==> src/rtl/muldiv_sequencer_pkg.sv <==
// Shared types and constants for the RV32M multiply/divide sequencer.
// Op encoding matches the 3-bit funct3 of the M extension.
package muldiv_sequencer_pkg;

  typedef enum logic [2:0] {
    MUL    = 3'd0,
    MULH   = 3'd1,
    MULHSU = 3'd2,
    MULHU  = 3'd3,
    DIV    = 3'd4,
    DIVU   = 3'd5,
    REM    = 3'd6,
    REMU   = 3'd7
  } muldiv_op_t;

  typedef enum logic [1:0] {
    IDLE     = 2'd0,
    MUL_WAIT = 2'd1,
    DIV_WAIT = 2'd2
  } muldiv_state_t;

  localparam logic [31:0] DIV_ZERO_QUOTIENT = 32'hFFFF_FFFF;
  localparam logic [31:0] INT_MIN           = 32'h8000_0000;

  function automatic logic is_div_op(input muldiv_op_t op);
    return op[2];
  endfunction

  function automatic logic is_rem_op(input muldiv_op_t op);
    return op[2] & op[1];
  endfunction

  // MULHSU uses the signed multiplier and corrects the high word afterwards
  function automatic logic is_mul_signed(input muldiv_op_t op);
    return ~op[2] & (op != MULHU);
  endfunction

  function automatic logic is_div_signed(input muldiv_op_t op);
    return op[2] & ~op[0];
  endfunction

endpackage

==> src/rtl/muldiv_div_cache.sv <==
// One-entry divide result cache: remembers the last full divide so the
// matching DIV/REM of a pair can complete without rerunning the divider.
module muldiv_div_cache
  import muldiv_sequencer_pkg::*;
(
  input  logic        i_clock,
  input  logic        i_reset,
  input  logic        wr_en,
  input  logic [31:0] wr_rs1,
  input  logic [31:0] wr_rs2,
  input  logic        wr_signed,
  input  logic [31:0] wr_quotient,
  input  logic [31:0] wr_remainder,
  input  logic [31:0] rd_rs1,
  input  logic [31:0] rd_rs2,
  input  logic        rd_signed,
  output logic        hit,
  output logic [31:0] hit_quotient,
  output logic [31:0] hit_remainder
);

  logic        valid_reg;
  logic [31:0] rs1_reg;
  logic [31:0] rs2_reg;
  logic        signed_reg;
  logic [31:0] quotient_reg;
  logic [31:0] remainder_reg;

  always_ff @(posedge i_clock or negedge i_reset) begin
    if (!i_reset) begin
      valid_reg     <= 1'b0;
      rs1_reg       <= '0;
      rs2_reg       <= '0;
      signed_reg    <= 1'b0;
      quotient_reg  <= '0;
      remainder_reg <= '0;
    end else if (wr_en) begin
      valid_reg     <= 1'b1;
      rs1_reg       <= wr_rs1;
      rs2_reg       <= wr_rs2;
      signed_reg    <= wr_signed;
      quotient_reg  <= wr_quotient;
      remainder_reg <= wr_remainder;
    end
  end

  assign hit = valid_reg && (rs1_reg == rd_rs1) && (rs2_reg == rd_rs2)
               && (signed_reg == rd_signed);
  assign hit_quotient  = quotient_reg;
  assign hit_remainder = remainder_reg;

endmodule

==> src/rtl/muldiv_sequencer.sv <==
// Sequences the external pipelined multiplier and divider for RV32M ops,
// short-circuiting divide special cases and repeated-operand DIV/REM pairs.
module muldiv_sequencer
  import muldiv_sequencer_pkg::*;
#(
  parameter int MUL_LATENCY = 2,
  parameter int DIV_LATENCY = 34
) (
  input  logic        i_clock,
  input  logic        i_reset,
  input  logic        i_start,
  input  logic [2:0]  i_op,
  input  logic [31:0] i_rs1,
  input  logic [31:0] i_rs2,
  input  logic        i_flush,
  output logic        o_busy,
  output logic        o_done,
  output logic [31:0] o_result,
  output logic [31:0] o_mul_op1,
  output logic [31:0] o_mul_op2,
  output logic        o_mul_signed,
  input  logic [63:0] i_mul_result,
  output logic [31:0] o_div_numerator,
  output logic [31:0] o_div_denominator,
  output logic        o_div_signed,
  input  logic [31:0] i_div_result,
  input  logic [31:0] i_div_remainder
);

  localparam logic [5:0] MUL_CNT = 6'(MUL_LATENCY);
  localparam logic [5:0] DIV_CNT = 6'(DIV_LATENCY);

  muldiv_state_t state_reg, state_next;
  muldiv_op_t    op_reg, op_next;
  logic [5:0]    cnt_reg, cnt_next;
  logic [31:0]   result_reg, result_next;
  logic          done_reg, done_next;
  logic [31:0]   mul_op1_reg, mul_op1_next;
  logic [31:0]   mul_op2_reg, mul_op2_next;
  logic          mul_signed_reg, mul_signed_next;
  logic [31:0]   div_num_reg, div_num_next;
  logic [31:0]   div_den_reg, div_den_next;
  logic          div_signed_reg, div_signed_next;

  muldiv_op_t    start_op;
  logic          start_rem;
  logic          start_div_signed;
  logic          cache_wr;
  logic          cache_hit;
  logic [31:0]   cache_quotient;
  logic [31:0]   cache_remainder;
  logic [31:0]   mul_selected;
  logic [31:0]   div_selected;

  assign start_op         = muldiv_op_t'(i_op);
  assign start_rem        = is_rem_op(start_op);
  assign start_div_signed = is_div_signed(start_op);

  muldiv_div_cache u_div_cache (
    .i_clock       (i_clock),
    .i_reset       (i_reset),
    .wr_en         (cache_wr),
    .wr_rs1        (div_num_reg),
    .wr_rs2        (div_den_reg),
    .wr_signed     (div_signed_reg),
    .wr_quotient   (i_div_result),
    .wr_remainder  (i_div_remainder),
    .rd_rs1        (i_rs1),
    .rd_rs2        (i_rs2),
    .rd_signed     (start_div_signed),
    .hit           (cache_hit),
    .hit_quotient  (cache_quotient),
    .hit_remainder (cache_remainder)
  );

  // Signed x signed high word plus rs1 when rs2 is negative gives signed x unsigned
  always_comb begin
    case (op_reg)
      MULH, MULHU: mul_selected = i_mul_result[63:32];
      MULHSU:      mul_selected = i_mul_result[63:32]
                                  + (mul_op2_reg[31] ? mul_op1_reg : 32'd0);
      default:     mul_selected = i_mul_result[31:0];
    endcase
  end

  assign div_selected = is_rem_op(op_reg) ? i_div_remainder : i_div_result;

  always_comb begin
    state_next      = state_reg;
    op_next         = op_reg;
    cnt_next        = cnt_reg;
    result_next     = result_reg;
    done_next       = 1'b0;
    mul_op1_next    = mul_op1_reg;
    mul_op2_next    = mul_op2_reg;
    mul_signed_next = mul_signed_reg;
    div_num_next    = div_num_reg;
    div_den_next    = div_den_reg;
    div_signed_next = div_signed_reg;
    cache_wr        = 1'b0;

    if (i_flush) begin
      state_next = IDLE;
      cnt_next   = '0;
    end else begin
      case (state_reg)
        IDLE: begin
          if (i_start) begin
            op_next         = start_op;
            mul_op1_next    = i_rs1;
            mul_op2_next    = i_rs2;
            mul_signed_next = is_mul_signed(start_op);
            div_num_next    = i_rs1;
            div_den_next    = i_rs2;
            div_signed_next = start_div_signed;
            if (!is_div_op(start_op)) begin
              cnt_next   = MUL_CNT;
              state_next = MUL_WAIT;
            end else if (i_rs2 == 32'd0) begin
              result_next = start_rem ? i_rs1 : DIV_ZERO_QUOTIENT;
              done_next   = 1'b1;
            end else if (start_div_signed && (i_rs1 == INT_MIN) && (i_rs2 == 32'hFFFF_FFFF)) begin
              result_next = start_rem ? 32'd0 : INT_MIN;
              done_next   = 1'b1;
            end else if (cache_hit) begin
              result_next = start_rem ? cache_remainder : cache_quotient;
              done_next   = 1'b1;
            end else begin
              cnt_next   = DIV_CNT;
              state_next = DIV_WAIT;
            end
          end
        end
        MUL_WAIT: begin
          if (cnt_reg != 6'd0) begin
            cnt_next = cnt_reg - 6'd1;
          end else begin
            result_next = mul_selected;
            done_next   = 1'b1;
            state_next  = IDLE;
          end
        end
        DIV_WAIT: begin
          if (cnt_reg != 6'd0) begin
            cnt_next = cnt_reg - 6'd1;
          end else begin
            result_next = div_selected;
            done_next   = 1'b1;
            cache_wr    = 1'b1;
            state_next  = IDLE;
          end
        end
        default: begin
          state_next = IDLE;
          cnt_next   = '0;
        end
      endcase
    end
  end

  always_ff @(posedge i_clock or negedge i_reset) begin
    if (!i_reset) begin
      state_reg      <= IDLE;
      op_reg         <= MUL;
      cnt_reg        <= '0;
      result_reg     <= '0;
      done_reg       <= 1'b0;
      mul_op1_reg    <= '0;
      mul_op2_reg    <= '0;
      mul_signed_reg <= 1'b0;
      div_num_reg    <= '0;
      div_den_reg    <= '0;
      div_signed_reg <= 1'b0;
    end else begin
      state_reg      <= state_next;
      op_reg         <= op_next;
      cnt_reg        <= cnt_next;
      result_reg     <= result_next;
      done_reg       <= done_next;
      mul_op1_reg    <= mul_op1_next;
      mul_op2_reg    <= mul_op2_next;
      mul_signed_reg <= mul_signed_next;
      div_num_reg    <= div_num_next;
      div_den_reg    <= div_den_next;
      div_signed_reg <= div_signed_next;
    end
  end

  assign o_busy            = (state_reg != IDLE);
  assign o_done            = done_reg;
  assign o_result          = result_reg;
  assign o_mul_op1         = mul_op1_reg;
  assign o_mul_op2         = mul_op2_reg;
  assign o_mul_signed      = mul_signed_reg;
  assign o_div_numerator   = div_num_reg;
  assign o_div_denominator = div_den_reg;
  assign o_div_signed      = div_signed_reg;

endmodule

==> config.mk <==
export PLATFORM = sky130hd
export DESIGN_NAME = muldiv_sequencer
export DESIGN_NICKNAME = d
export VERILOG_FILES = /design/src/rtl/muldiv_sequencer_pkg.sv /design/src/rtl/muldiv_div_cache.sv /design/src/rtl/muldiv_sequencer.sv
export SDC_FILE = /design/constraint.sdc
export NUM_CORES = 1
export LEC_CHECK = 0
export CORE_MARGIN = 1.5
export CORE_UTILIZATION = 40
export CTS_BUF_LIST = sky130_fd_sc_hd__clkbuf_16
export DETAILED_ROUTE_END_ITERATION = 6
export PLACE_DENSITY = 0.76
export SYNTH_ARGS = -nofsm -noshare
export SYNTH_HDL_FRONTEND = slang
export SYNTH_SLANG_ARGS = --single-unit
==> constraint.sdc <==
create_clock -name i_clock -period 3.4 [get_ports i_clock]
set_clock_uncertainty 0.15 [all_clocks]
set_input_delay 0.68 -clock i_clock [delete_from_list [all_inputs] [get_ports i_clock]]
set_output_delay 0.68 -clock i_clock [all_outputs]
set_load 0.02 [all_outputs]
# Word level (Yosys, flattened, before mapping)
# Cells that the tools add are included.
# op_classes
mux	40
n_eq_ne	22
n_shift	0
reduce_logical	16
div	0
multipliers	0
n_lt_le_gt_ge	0
add_sub_neg	2
bitwise_logic	7
# op_table
cell	count
32-bit two-way mux	12
32-bit case mux with 3 select lines	1
32-bit equality test	2
32-bit equality test, second input constant	2
32-bit case mux with 2 select lines	1
6-bit two-way mux	7
32-bit adder	1
32-bit logical NOT	1
4-bit inequality test, second input constant	4
2-bit two-way mux	7
6-bit case mux with 2 select lines	1
5-bit AND reduction	2
1-bit two-way mux	9
2-bit inequality test, second input constant	4
7-bit AND reduction	1
3-bit by 2-bit equality test with 1-bit output, second input constant	2
3-bit inequality test, second input constant	2
6-bit nonzero test	1
6-bit by 1-bit subtractor with 6-bit output, second input constant	1
1-bit logical AND	5
1-bit bitwise AND	4
2-bit case mux with 2 select lines	1
2-bit OR reduction	2
3-bit by 1-bit equality test with 1-bit output, second input constant	1
11 further kinds	13
# word_totals
ramBits	0
ff_bits	240
memories	0
latchBits	0
rom_bits	0

# Depth between registers and ports, before layout
# Gate-level depths: netlist of run 1.
# depth
depth_word	11
ltp_mapped	14
ltp_nobuf	13

# Cells and area by module
# Synthesis of run 1 repeated with hierarchy kept, for this count alone.
# hier_totals
cells_unflattened	1523
area_unflattened_um2	15238.4
# modules_own_cells
module	area_each_um2	instances	cells_per_inst	seq_area_each_um2
muldiv_sequencer	9655.5	1	1125	2752.6
muldiv_div_cache	5582.9	1	398	3253.1

# Worst setup path before layout of run 1
# Ideal clock, no wire load.
# synth_timing
path_type	register to register
from	register, netlist name o_div_denominator[31]
to	register result_reg[28] (netlist: o_result[28])
path_slack_ns	0.108
path_stages_with_launch	15
arrival_ns	3.046
path_buffers	1
cell_sequence	dfrtp_1 clkbuf_1 and2_1 ha_1 inv_1 fa_1 nor2b_1 o21bai_1 a21oi_1 o31ai_1 o21ai_0 a211oi_1 xnor2_1 a21oi_1 o31ai_1
# synth_lines
element	line	text
end signal: assignment	muldiv_sequencer.sv:178	result_reg <= result_next;
end: declaration	muldiv_sequencer.sv:36	logic [31:0] result_reg, result_next;

==> out/qor.csv, run 1 <==
stage,metric,value,unit
pwr,sw power,8.347,mW
sta,slew margin rel.,47.79,%
clocking,total CTS buffers,26,
floorplan,Die W,194.8,um
sta,"crit path setup slack, layout",0.09563,ns
logic_synthesis,synthesized net count,1708,
logic_synthesis,"Seq/Total Area, Yosys",40.81,%
logic_synthesis,Synth cell types,63,
clocking,"Clk pin slew, worst setup/hold paths",0.06,ns
logic_synthesis,Synth Instances,1471,
drt,Vias,13540,
global_route,most used routing layer,met2,
place,Routability Congestion,0.9370,
global_route,pin count of the biggest net entering global routing,83,
drt,number of routed nets with antenna violations,0,
pwr,clock network power share,13.2,%
sta,max-slew violations,0,
global_route,vias in the first global route,13650,
place,port bufs,362,
floorplan,io pins,363,
floorplan,die area,37950,um2
logic_synthesis,top_reg_cell synth,dfrtp_1,
pwr,combinational share of power,59.2,%
drt,Initial DRT Pass Iterations,5,
global_route,met1 Use GR,40.62,%
layout,share of cells above drive strength 1,24.96,%
drt,vias per cell,5.645,
pwr,maximum VDD drop,0.0006272,V
drt,DRC viols,0,
critical_path,CP startpoint kind,flip-flop,
sta,"Setup violations, final",0,
global_route,grt total ovfl,0,
clocking,CTS max path bufs,3,
pwr,Seq pwr share,27.6,%
critical_path,Crit. End Element,flip-flop,
logic_synthesis,post-synth top area cell,dfrtp_1,
global_route,initial antenna violation count,5,
sta,WHS,0.3238,ns
pwr,leakage,9.051,nW
floorplan,num rows,70,
sta,Worst Max-Slew Pin Slew,0.7824,ns
logic_synthesis,Synth top area share,40.81,%
floorplan,core area,36430,um2
sta,fmax,302.6,MHz
layout,"commonest non-fill, non-tap cell in the layout",clkdlybuf4s50_1,
clocking,CTS Root Cell,clkbuf_16,
sta,Final period util,97.19,%
clocking,TritonCTS clock tree,yes,
pwr,Power Dens Cells,946.6,nW/um2
floorplan,Die H,194.8,um
global_route,met2 Resource Use GR,46.34,%
drt,DRT iter0 DRCs,1178,
clocking,Clock Sink Count,240,
place,dpl hpwl,44030,um
global_route,Overall Global Routing Usage,29.18,%
drt,WL/cell,23.60,um
critical_path,critical path arrival,3.58,ns
critical_path,critical path peak fanout,7,
layout,final net count,2146,
critical_path,WP data required,3.67,ns
logic_synthesis,"Cell Area, Synth",14720,um2
flow_run,Max-Cap Viols,0,
global_route,first-pass GRT wire length,83920,um
pwr,Net Sw Frac,42.52,%
layout,Area Growth Syn to Fin,40.91,%
global_route,met3 Track Usage GR,5.848,%
min_path,worst hold path class,flip-flop to flip-flop,
logic_synthesis,"flops & latches, synth",240,
sta,Tmin final,3.304,ns
sta,RSZ-0062 raised after global routing,yes,
pwr,P_int,11.28,mW
place,pre-CTS setup slack,-0.6172,ns
clocking,htree depth,1,
logic_synthesis,"Async S/R FF share, synth",100.0,%
drt,detailed-route wire length,56600,um
layout,"commonest non-fill, non-tap cells in the layout","clkdlybuf4s50_1, dfrtp_1, mux2_2",
logic_synthesis,Syn. warnings,0,
sta,Final Hold Vio Count,0,
logic_synthesis,Post-synth EDFFs,0,
logic_synthesis,Area contributors post-synth,"dfrtp_1, mux2_2, xnor2_1",
critical_path,critical setup path kind,flip-flop to flip-flop,
clocking,Worst-Skew Late Latency,0.53,ns
status,status,"finished, final reports clean",
logic_synthesis,syn_area_per_cell,10.00,um2
floorplan,Initial Utilization,40.39,%
-- worst paths after layout --
check	start	end	slack, ns	depth (start not counted)
max in group asynchronous	i_reset	o_div_denominator[31]	1.72	3
min in group asynchronous	i_reset	o_div_denominator[15]	0.53	2
max	o_div_denominator[31]	o_result[31]	0.1	13
min reg2reg	u_div_cache.valid_reg	u_div_cache.valid_reg	0.32	1
max reg2reg	o_div_denominator[31]	o_result[31]	0.1	13
min	u_div_cache.valid_reg	u_div_cache.valid_reg	0.32	1
-- cells by family after synthesis --
family,count (synthesis),share of synthesized area [%]
buf+inv,187,6.437
simple gates,371,12.56
xor+xnor,76,4.523
compound gates,316,14.11
flops,240,40.81
fa+ha+maj,38,3.282
mux,243,18.28
-- critical path: stages, from the launching register on --
cell and delay, ns:
dfrtp_2 0.46, buf_4 0.17, and2_1 0.22, ha_4 0.32, nand2_1 0.08, a2111o_1 0.41
a21oi_2 0.17, buf_4 0.15, o2111ai_4 0.15, o2111ai_2 0.23, a311oi_2 0.13, xnor2_1 0.18
o221ai_1 0.14, a22o_1 0.24
-- per-layer routing --
layer  up-vias  part of all wire (%)  routed length (um)
met5         -                 0.041                  23
met4         4                   2.3                1305
met3        77                   8.4                4741
met2       633                    46               25760
met1      6679                    44               24770
li1       6143                     -                   -
-- power by group through the flow --
stage          Sequential (mW)  Clock (mW)  Combinational [mW]
2_1_floorplan             5.71           0                6.24
3_3_place_gp              5.35           0                11.1
3_5_place_dp              5.44           0                11.2
4_1_cts                   5.41        2.61                11.3
5_1_grt                   5.59        2.72                12.4
6_report                  5.43        2.58                11.6
-- timing repair --
| action | CTS | global route |
|---|---|---|
| hold buffers | 1 | 0 |
| endpoints found under the hold margin | 59 | 0 |
| gates cloned | 0 | 0 |
| pin swaps | 0 | 16 |
| gates resized for setup | 6 | 30 |
| setup buffers | 0 | 2 |
| setup endpoints to repair | 11 | 14 |
-- area by class of cell --
class | instances | area, um2
inverters | 35 | 131.4
well taps | 468 | 585.6
diodes | 3 | 7.507
clock buffers | 27 | 675.6
clock inverters | 19 | 78.83
fillers | 3173 | 15700
flip-flops and latches | 240 | 6007
multi-input cells | 1044 | 7980
repair buffers | 562 | 5270
-- Yosys cell counts (3+ instances only) --
library cell / instances
dfrtp_1: 240
mux2_2: 206
nand2_1: 144
o21ai_0: 96
clkbuf_1: 76
xnor2_1: 67
buf_4: 64
a21oi_1: 62
nor2_1: 44
ha_1: 37
mux2i_1: 37
inv_1: 35
and2_1: 32
nand4_1: 26
o221ai_1: 26
and3_1: 24
nor2b_1: 24
a22oi_1: 23
nor4_1: 20
o31ai_1: 20
nand3_1: 16
a21o_1: 14
nor3_1: 12
a221oi_1: 9
xor2_1: 9
a211oi_1: 8
buf_1: 8
nand2b_1: 8
o22ai_1: 8
a2111o_1: 5
a22o_1: 5
o21a_1: 5
buf_2: 4
nand3b_1: 4
nor3b_1: 4
o211ai_1: 4
a31oi_1: 3
o21bai_1: 3
or3_1: 3
-- per-stage QoR --
stage / total power, mW / utilization, % / TNS, ns / instances / instance area, um2
2_1_floorplan: 11.94 / - / 0 / 1471 / 14720
3_3_place_gp: 16.47 / 54.19 / -10.31 / 2346 / 19740
3_5_place_dp: 16.67 / 54.19 / -11.45 / 2346 / 19740
4_1_cts: 19.36 / 56.37 / -0.1363 / 2393 / 20540
5_1_grt: 20.70 / 56.91 / -0.1272 / 2397 / 20730
6_report: 19.63 / 56.91 / 0 / 2398 / 20740
Note: power is estimated with default switching activity, not from simulation.
==> inputs of run 2 (changes only) <==
--- a/config.mk
+++ b/config.mk
@@ -5,6 +5,7 @@
 export SDC_FILE = /design/constraint.sdc
 export NUM_CORES = 1
 export LEC_CHECK = 0
+export CAP_MARGIN = 30
 export CORE_MARGIN = 1.5
 export CORE_UTILIZATION = 40
 export CTS_BUF_LIST = sky130_fd_sc_hd__clkbuf_16
==> constraint.sdc (replaced) <==
create_clock -name i_clock -period 3.4 [get_ports i_clock]
set_clock_uncertainty 0.15 [all_clocks]
set_input_delay 0.68 -clock i_clock [delete_from_list [all_inputs] [get_ports i_clock]]
set_output_delay 0.68 -clock i_clock [all_outputs]
set_load 0.1 [all_outputs]
==> run 2 against run 1 <==
The run now ends with hold timing left; final cell count up 0.83%; sequential share of layout area rose by 0.30 points; via count rose by 2.0%; die area unchanged; wire length grew 1.6%; count of clock-buffer cells in the layout rose by 2; critical endpoint unchanged.
==> out/qor.csv, run 2 (synthesis gave the netlist of run 1 again) <==
stage,metric,value,unit,change
place,dpl hpwl,44560,um,was 44030 um
floorplan,Die H,194.8,um,unchanged
floorplan,io pins,363,,unchanged
drt,DRT iter0 DRCs,1338,,was 1178
critical_path,critical path peak fanout,7,,unchanged
drt,vias per cell,5.708,,was 5.645
floorplan,num rows,70,,unchanged
drt,detailed-route wire length,57530,um,was 56600 um
floorplan,Die W,194.8,um,unchanged
clocking,Worst-Skew Late Latency,0.56,ns,was 0.53 ns
layout,share of cells above drive strength 1,34.79,%,was 24.96%
sta,Final Hold Vio Count,15,,was 0
global_route,pin count of the biggest net entering global routing,89,,was 83
layout,Area Growth Syn to Fin,39.76,%,was 40.91%
critical_path,critical path arrival,3.62,ns,was 3.58 ns
drt,Vias,13800,,was 13540
layout,Filler cells,3162,,was 3173
place,pre-CTS setup slack,-0.6878,ns,was -0.6172 ns
clocking,total CTS buffers,29,,was 26
sta,WHS,-0.02066,ns,was 0.3238 ns
critical_path,Crit. End Element,flip-flop,,unchanged
sta,"crit path setup slack, layout",0.08273,ns,was 0.09563 ns
clocking,TritonCTS clock tree,yes,,unchanged
global_route,initial antenna violation count,2,,was 5
place,port bufs,362,,unchanged
layout,area of the multi-input gates,7980,um2,unchanged
critical_path,WP data required,3.70,ns,was 3.67 ns
layout,final net count,2167,,was 2146
clocking,CTS max path bufs,3,,unchanged
critical_path,CP startpoint kind,flip-flop,,unchanged
drt,number of routed nets with antenna violations,0,,unchanged
clocking,CTS Root Cell,clkbuf_16,,unchanged
global_route,grt total ovfl,0,,unchanged
drt,Initial DRT Pass Iterations,5,,unchanged
min_path,worst hold path class,input port to asynchronous set/reset pin,,was flip-flop to flip-flop
floorplan,core area,36430,um2,unchanged
place,Routability Congestion,0.9932,,was 0.9370
flow_run,Max-Cap Viols,0,,unchanged
sta,"Setup violations, final",0,,unchanged
sta,slew margin rel.,41.40,%,was 47.79%
floorplan,Initial Utilization,40.39,%,unchanged
status,failing checks,hold timing,,
floorplan,die area,37950,um2,unchanged
clocking,Clock Sink Count,240,,unchanged
drt,DRC viols,0,,unchanged
clocking,htree depth,1,,unchanged
sta,Tmin final,3.317,ns,was 3.304 ns
drt,WL/cell,23.79,um,was 23.60 um
sta,Final period util,97.57,%,was 97.19%
sta,Worst Max-Slew Pin Slew,0.8781,ns,was 0.7824 ns
status,status,finished with violations,,"was finished, final reports clean"
layout,Register Area,6020,um2,was 6007 um2
critical_path,critical setup path kind,flip-flop to flip-flop,,unchanged
clocking,"Clk pin slew, worst setup/hold paths",0.06,ns,about the same
sta,fmax,301.5,MHz,was 302.6 MHz
global_route,vias in the first global route,13540,,was 13650
clocking,CTS Hold Bufs,0,,was 1
layout,"commonest non-fill, non-tap cell in the layout",buf_4,,was clkdlybuf4s50_1
sta,max-slew violations,0,,unchanged
global_route,first-pass GRT wire length,84800,um,was 83920 um
layout,"commonest non-fill, non-tap cells in the layout","buf_4, dfrtp_1, mux2_2",,"was clkdlybuf4s50_1, dfrtp_1, mux2_2"
global_route,Overall Global Routing Usage,29.51,%,was 29.18%
[run 2: cell types whose count changed in the layout (fill, tap and decap cells not counted), moves of 5 or more]
cell / previous run / this run
dfrtp_2: 1 / 8
o21ai_0: 92 / 87
dfrtp_1: 239 / 231
buf_4: 188 / 375
clkinvlp_4: 0 / 5
clkdlybuf4s50_1: 361 / 197
[run 2: final timing paths]
path                       depth (start not counted)              endpoint                   from  slack (ns)
min in group i_clock                               1          o_mul_signed           o_mul_signed        0.34
max in group asynchronous                          2             op_reg[1]                i_reset        2.22
setup / recovery                                  13          o_result[31]  o_div_denominator[31]        0.08
hold / removal                                     1  o_div_denominator[3]                i_reset       -0.02
setup reg to reg                                  13          o_result[31]  o_div_denominator[31]        0.08
hold reg to reg                                    1          o_mul_signed           o_mul_signed        0.34
[run 2: through the flow]
step                      hold WS (ns)  std cells  setup TNS, ns  utilization [%]  instance area (um2)
after floorplan                 0.2344       1471              0                -                14730
after global placement          0.3058       2364         -12.17            53.33                19430
after detailed placement        0.3221       2364         -13.45            53.33                19430
after CTS                     0.008519       2414       -0.03076            55.95                20390
after global routing           0.04010       2417       -0.05657            56.44                20560
final                         -0.02066       2418              0            56.45                20570
[run 2: critical path: stages (launching register included)]
cell       delay [ns]
dfrtp_4          0.51
buf_4            0.18
and2_1           0.19
ha_1             0.33
nand2_1          0.08
a2111o_1         0.36
a21oi_2          0.17
buf_4            0.14
o2111ai_4        0.15
o2111ai_2        0.26
a311oi_2         0.15
xnor2_1          0.19
o221ai_1         0.13
a22o_1           0.23
[run 2: what timing repair did]
item                                    in CTS  in global routing
pin swaps                                    0                 14
setup buffers                                0                  3
endpoints found under the setup margin      12                 16
cloned                                       0                  0
gates resized for setup                      8                 35
endpoints found under the hold margin        0                  0
[run 2: area by class of cell]
class                   instances  area share (%)
well taps                     468           2.847
diodes                          1         0.01217
clock buffers                  29           3.529
multi-input cells            1044           38.80
inverters                      35          0.6388
repair buffers                580           24.03
flip-flops and latches        240           29.27
clock inverters                21          0.8700
[run 2: metal layers]
metal	global-route usage (%)	vias to the layer above	wire, um
met2	47.43	651	26550
met1	41.35	6885	24830
met5	0	-	13
met3	4.997	75	4768
met4	7.293	2	1370
li1	-	6189	-
Power of run 2 is left out: the tool's default activity adds up to more than one toggle a clock period on the data nets, which glitch-free logic cannot reach.
==> inputs of run 3 (changes only) <==
--- a/config.mk
+++ b/config.mk
@@ -5,12 +5,12 @@
 export SDC_FILE = /design/constraint.sdc
 export NUM_CORES = 1
 export LEC_CHECK = 0
-export CAP_MARGIN = 30
+export CAP_MARGIN = 10
 export CORE_MARGIN = 1.5
-export CORE_UTILIZATION = 40
+export CORE_UTILIZATION = 43
 export CTS_BUF_LIST = sky130_fd_sc_hd__clkbuf_16
 export DETAILED_ROUTE_END_ITERATION = 6
-export PLACE_DENSITY = 0.76
+export PLACE_DENSITY = 0.8
 export SYNTH_ARGS = -nofsm -noshare
 export SYNTH_HDL_FRONTEND = slang
 export SYNTH_SLANG_ARGS = --single-unit
==> run 3 against run 2 <==
The flow now finishes without violations; critical path depth did not move; hold slack improved by 0.025 ns; global-route usage rose by 0.97 points; fmax fell by 0.45%; sequential share of layout area rose by 0.24 points; flip-flop and latch count did not move; register-to-register slack got worse by 0.02 ns; worst setup slack got worse by 0.015 ns; count of clock-buffer cells in the layout fell by 4; via count rose by 0.61%; core utilization rose by 4.2 points; final area fell by 0.82%.
==> out/qor.csv, run 3 (synthesis gave the netlist of run 1 again) <==
stage,metric,value,unit,change
drt,detailed-route wire length,56210,um,was 57530 um
drt,Initial DRT Pass Iterations,7,,was 5
critical_path,Crit. End Element,flip-flop,,unchanged
floorplan,Die W,188.0,um,was 194.8 um
place,pre-CTS setup slack,-0.5879,ns,was -0.6878 ns
place,port bufs,362,,unchanged
flow_run,Max-Cap Viols,0,,unchanged
critical_path,critical path arrival,3.60,ns,was 3.62 ns
drt,WL/cell,23.52,um,was 23.79 um
layout,"commonest non-fill, non-tap cells in the layout","buf_4, dfrtp_1, mux2_2",,unchanged
clocking,total CTS buffers,25,,was 29
layout,"commonest non-fill, non-tap cell in the layout",buf_4,,unchanged
critical_path,critical setup path kind,flip-flop to flip-flop,,unchanged
critical_path,WP data required,3.67,ns,was 3.70 ns
critical_path,worst path bufs/invs,3,,was 2
layout,final net count,2157,,was 2167
drt,number of routed nets with antenna violations,0,,unchanged
global_route,first-pass GRT wire length,81990,um,was 84800 um
clocking,htree depth,1,,unchanged
critical_path,critical path peak fanout,8,,was 7
place,Routability Congestion,0.9404,,was 0.9932
drt,DRT iter0 DRCs,1263,,was 1338
global_route,grt total ovfl,0,,unchanged
critical_path,"delay-heaviest family, CP",compound AO/OA/AOI/OAI gates,,unchanged
clocking,CTS Root Cell,clkbuf_16,,unchanged
floorplan,num rows,67,,was 70
drt,DRC viols,0,,unchanged
clocking,TritonCTS clock tree,yes,,unchanged
floorplan,Die H,188.0,um,was 194.8 um
global_route,pin count of the biggest net entering global routing,94,,was 89
critical_path,instance count on the critical path,13,,unchanged
status,status,"finished, final reports clean",,was finished with violations
sta,max-slew violations,0,,unchanged
clocking,Clock Sink Count,240,,unchanged
drt,Vias,13890,,was 13800
critical_path,r2r setup slk,0.07,ns,was 0.08 ns
critical_path,r2r startpoint,o_div_denominator[31],,unchanged
sta,Worst Max-Slew Pin Slew,0.8375,ns,was 0.8781 ns
sta,fmax,300.1,MHz,was 301.5 MHz
sta,"crit path setup slack, layout",0.06772,ns,was 0.08273 ns
critical_path,CP endpoint,o_result[23],,was o_result[31]
critical_path,CP peak stage delay,0.52,ns,was 0.51 ns
floorplan,die area,35340,um2,was 37950 um2
layout,Area Growth Syn to Fin,38.61,%,was 39.76%
global_route,Overall Global Routing Usage,30.48,%,was 29.51%
global_route,vias in the first global route,13650,,was 13540
critical_path,Worst path most repeated cell,buf_4,,unchanged
layout,share of cells above drive strength 1,34.42,%,was 34.79%
sta,Tmin final,3.332,ns,was 3.317 ns
clocking,Worst-Skew Late Latency,0.52,ns,was 0.56 ns
critical_path,CP startpoint kind,flip-flop,,unchanged
sta,RSZ-0062 raised after global routing,yes,,
critical_path,R2R cell count,13,,unchanged
sta,"Setup violations, final",0,,unchanged
min_path,worst hold path class,input port to asynchronous set/reset pin,,unchanged
sta,slew margin rel.,44.11,%,was 41.40%
clocking,CTS max path bufs,3,,unchanged
critical_path,CP Cell Sequence,"buf_4, and2_1, ha_1, nand2_1, a2111o_1, a21oi_4, o2111ai_4, o21ai_2, buf_4, buf_4, xor2_1, a21oi_1, o31ai_1",,"was buf_4, and2_1, ha_1, nand2_1, a2111o_1, a21oi_2, buf_4, o2111ai_4, o2111ai_2, a311oi_2, xnor2_1, o221ai_1, a22o_1"
critical_path,Crit-path slowest cell,dfrtp_4,,unchanged
critical_path,Setup crit start,o_div_denominator[31],,unchanged
sta,Final period util,98.01,%,was 97.57%
global_route,initial antenna violation count,4,,was 2
sta,Final Hold Vio Count,0,,was 15
floorplan,io pins,363,,unchanged
floorplan,Initial Utilization,43.77,%,was 40.39%
clocking,CTS Hold Bufs,0,,unchanged
critical_path,worst r2r dst,o_result[23],,was o_result[31]
floorplan,core area,33620,um2,was 36430 um2
drt,vias per cell,5.810,,was 5.708
place,dpl hpwl,43390,um,was 44560 um
clocking,"Clk pin slew, worst setup/hold paths",0.06,ns,about the same
run 3: area by class of cell:
class	count	area [um2]
Clock buffer	25	625.6
Antenna cell	4	10.01
Fill cell	2757	13220
Inverter	35	131.4
Timing Repair Buffer	574	4912
Clock inverter	20	158.9
Multi-Input combinational cell	1044	7979
Sequential cell	240	6020
Tap cell	448	560.5
run 3: layer usage:
layer / vias to the layer above / global-route usage (%) / share of wire, %
met1: 6870 / 40.93 / 42
met2: 739 / 48.69 / 46
met5: - / 0 / 0
met3: 111 / 5.839 / 8.5
met4: 0 / 11.51 / 3.7
li1: 6166 / - / -
run 3: worst min-delay path by stage:
stage                               start                 endpoint  slack, ns
finish                            i_reset  u_div_cache.rs2_reg[15]      0.004
global route                      i_reset  u_div_cache.rs2_reg[15]       0.07
CTS                               i_reset  u_div_cache.rs2_reg[15]       0.05
detailed placement  u_div_cache.valid_reg    u_div_cache.valid_reg       0.31
global placement    u_div_cache.valid_reg    u_div_cache.valid_reg       0.30
floorplan                         i_reset               cnt_reg[0]       0.23
run 3: what timing repair did:
action	CTS	global route
gates resized for setup	9	34
pin swaps	0	11
endpoints found under the setup margin	15	19
buffers inserted	0	1
run 3: per-stage QoR:
stage	setup TNS, ns	cells	area [um2]	util (%)	hold slack [ns]
3_5_place_dp	-18.91	2340	19390	57.67	0.3063
5_1_grt	-0.03511	2390	20400	60.68	0.06562
3_3_place_gp	-19.10	2340	19390	57.67	0.2998
6_report	0	2390	20400	60.68	0.003960
4_1_cts	0	2385	20230	60.17	0.05288
2_1_floorplan	0	1471	14730	-	0.2344
Power of run 3 is left out for the same reason.
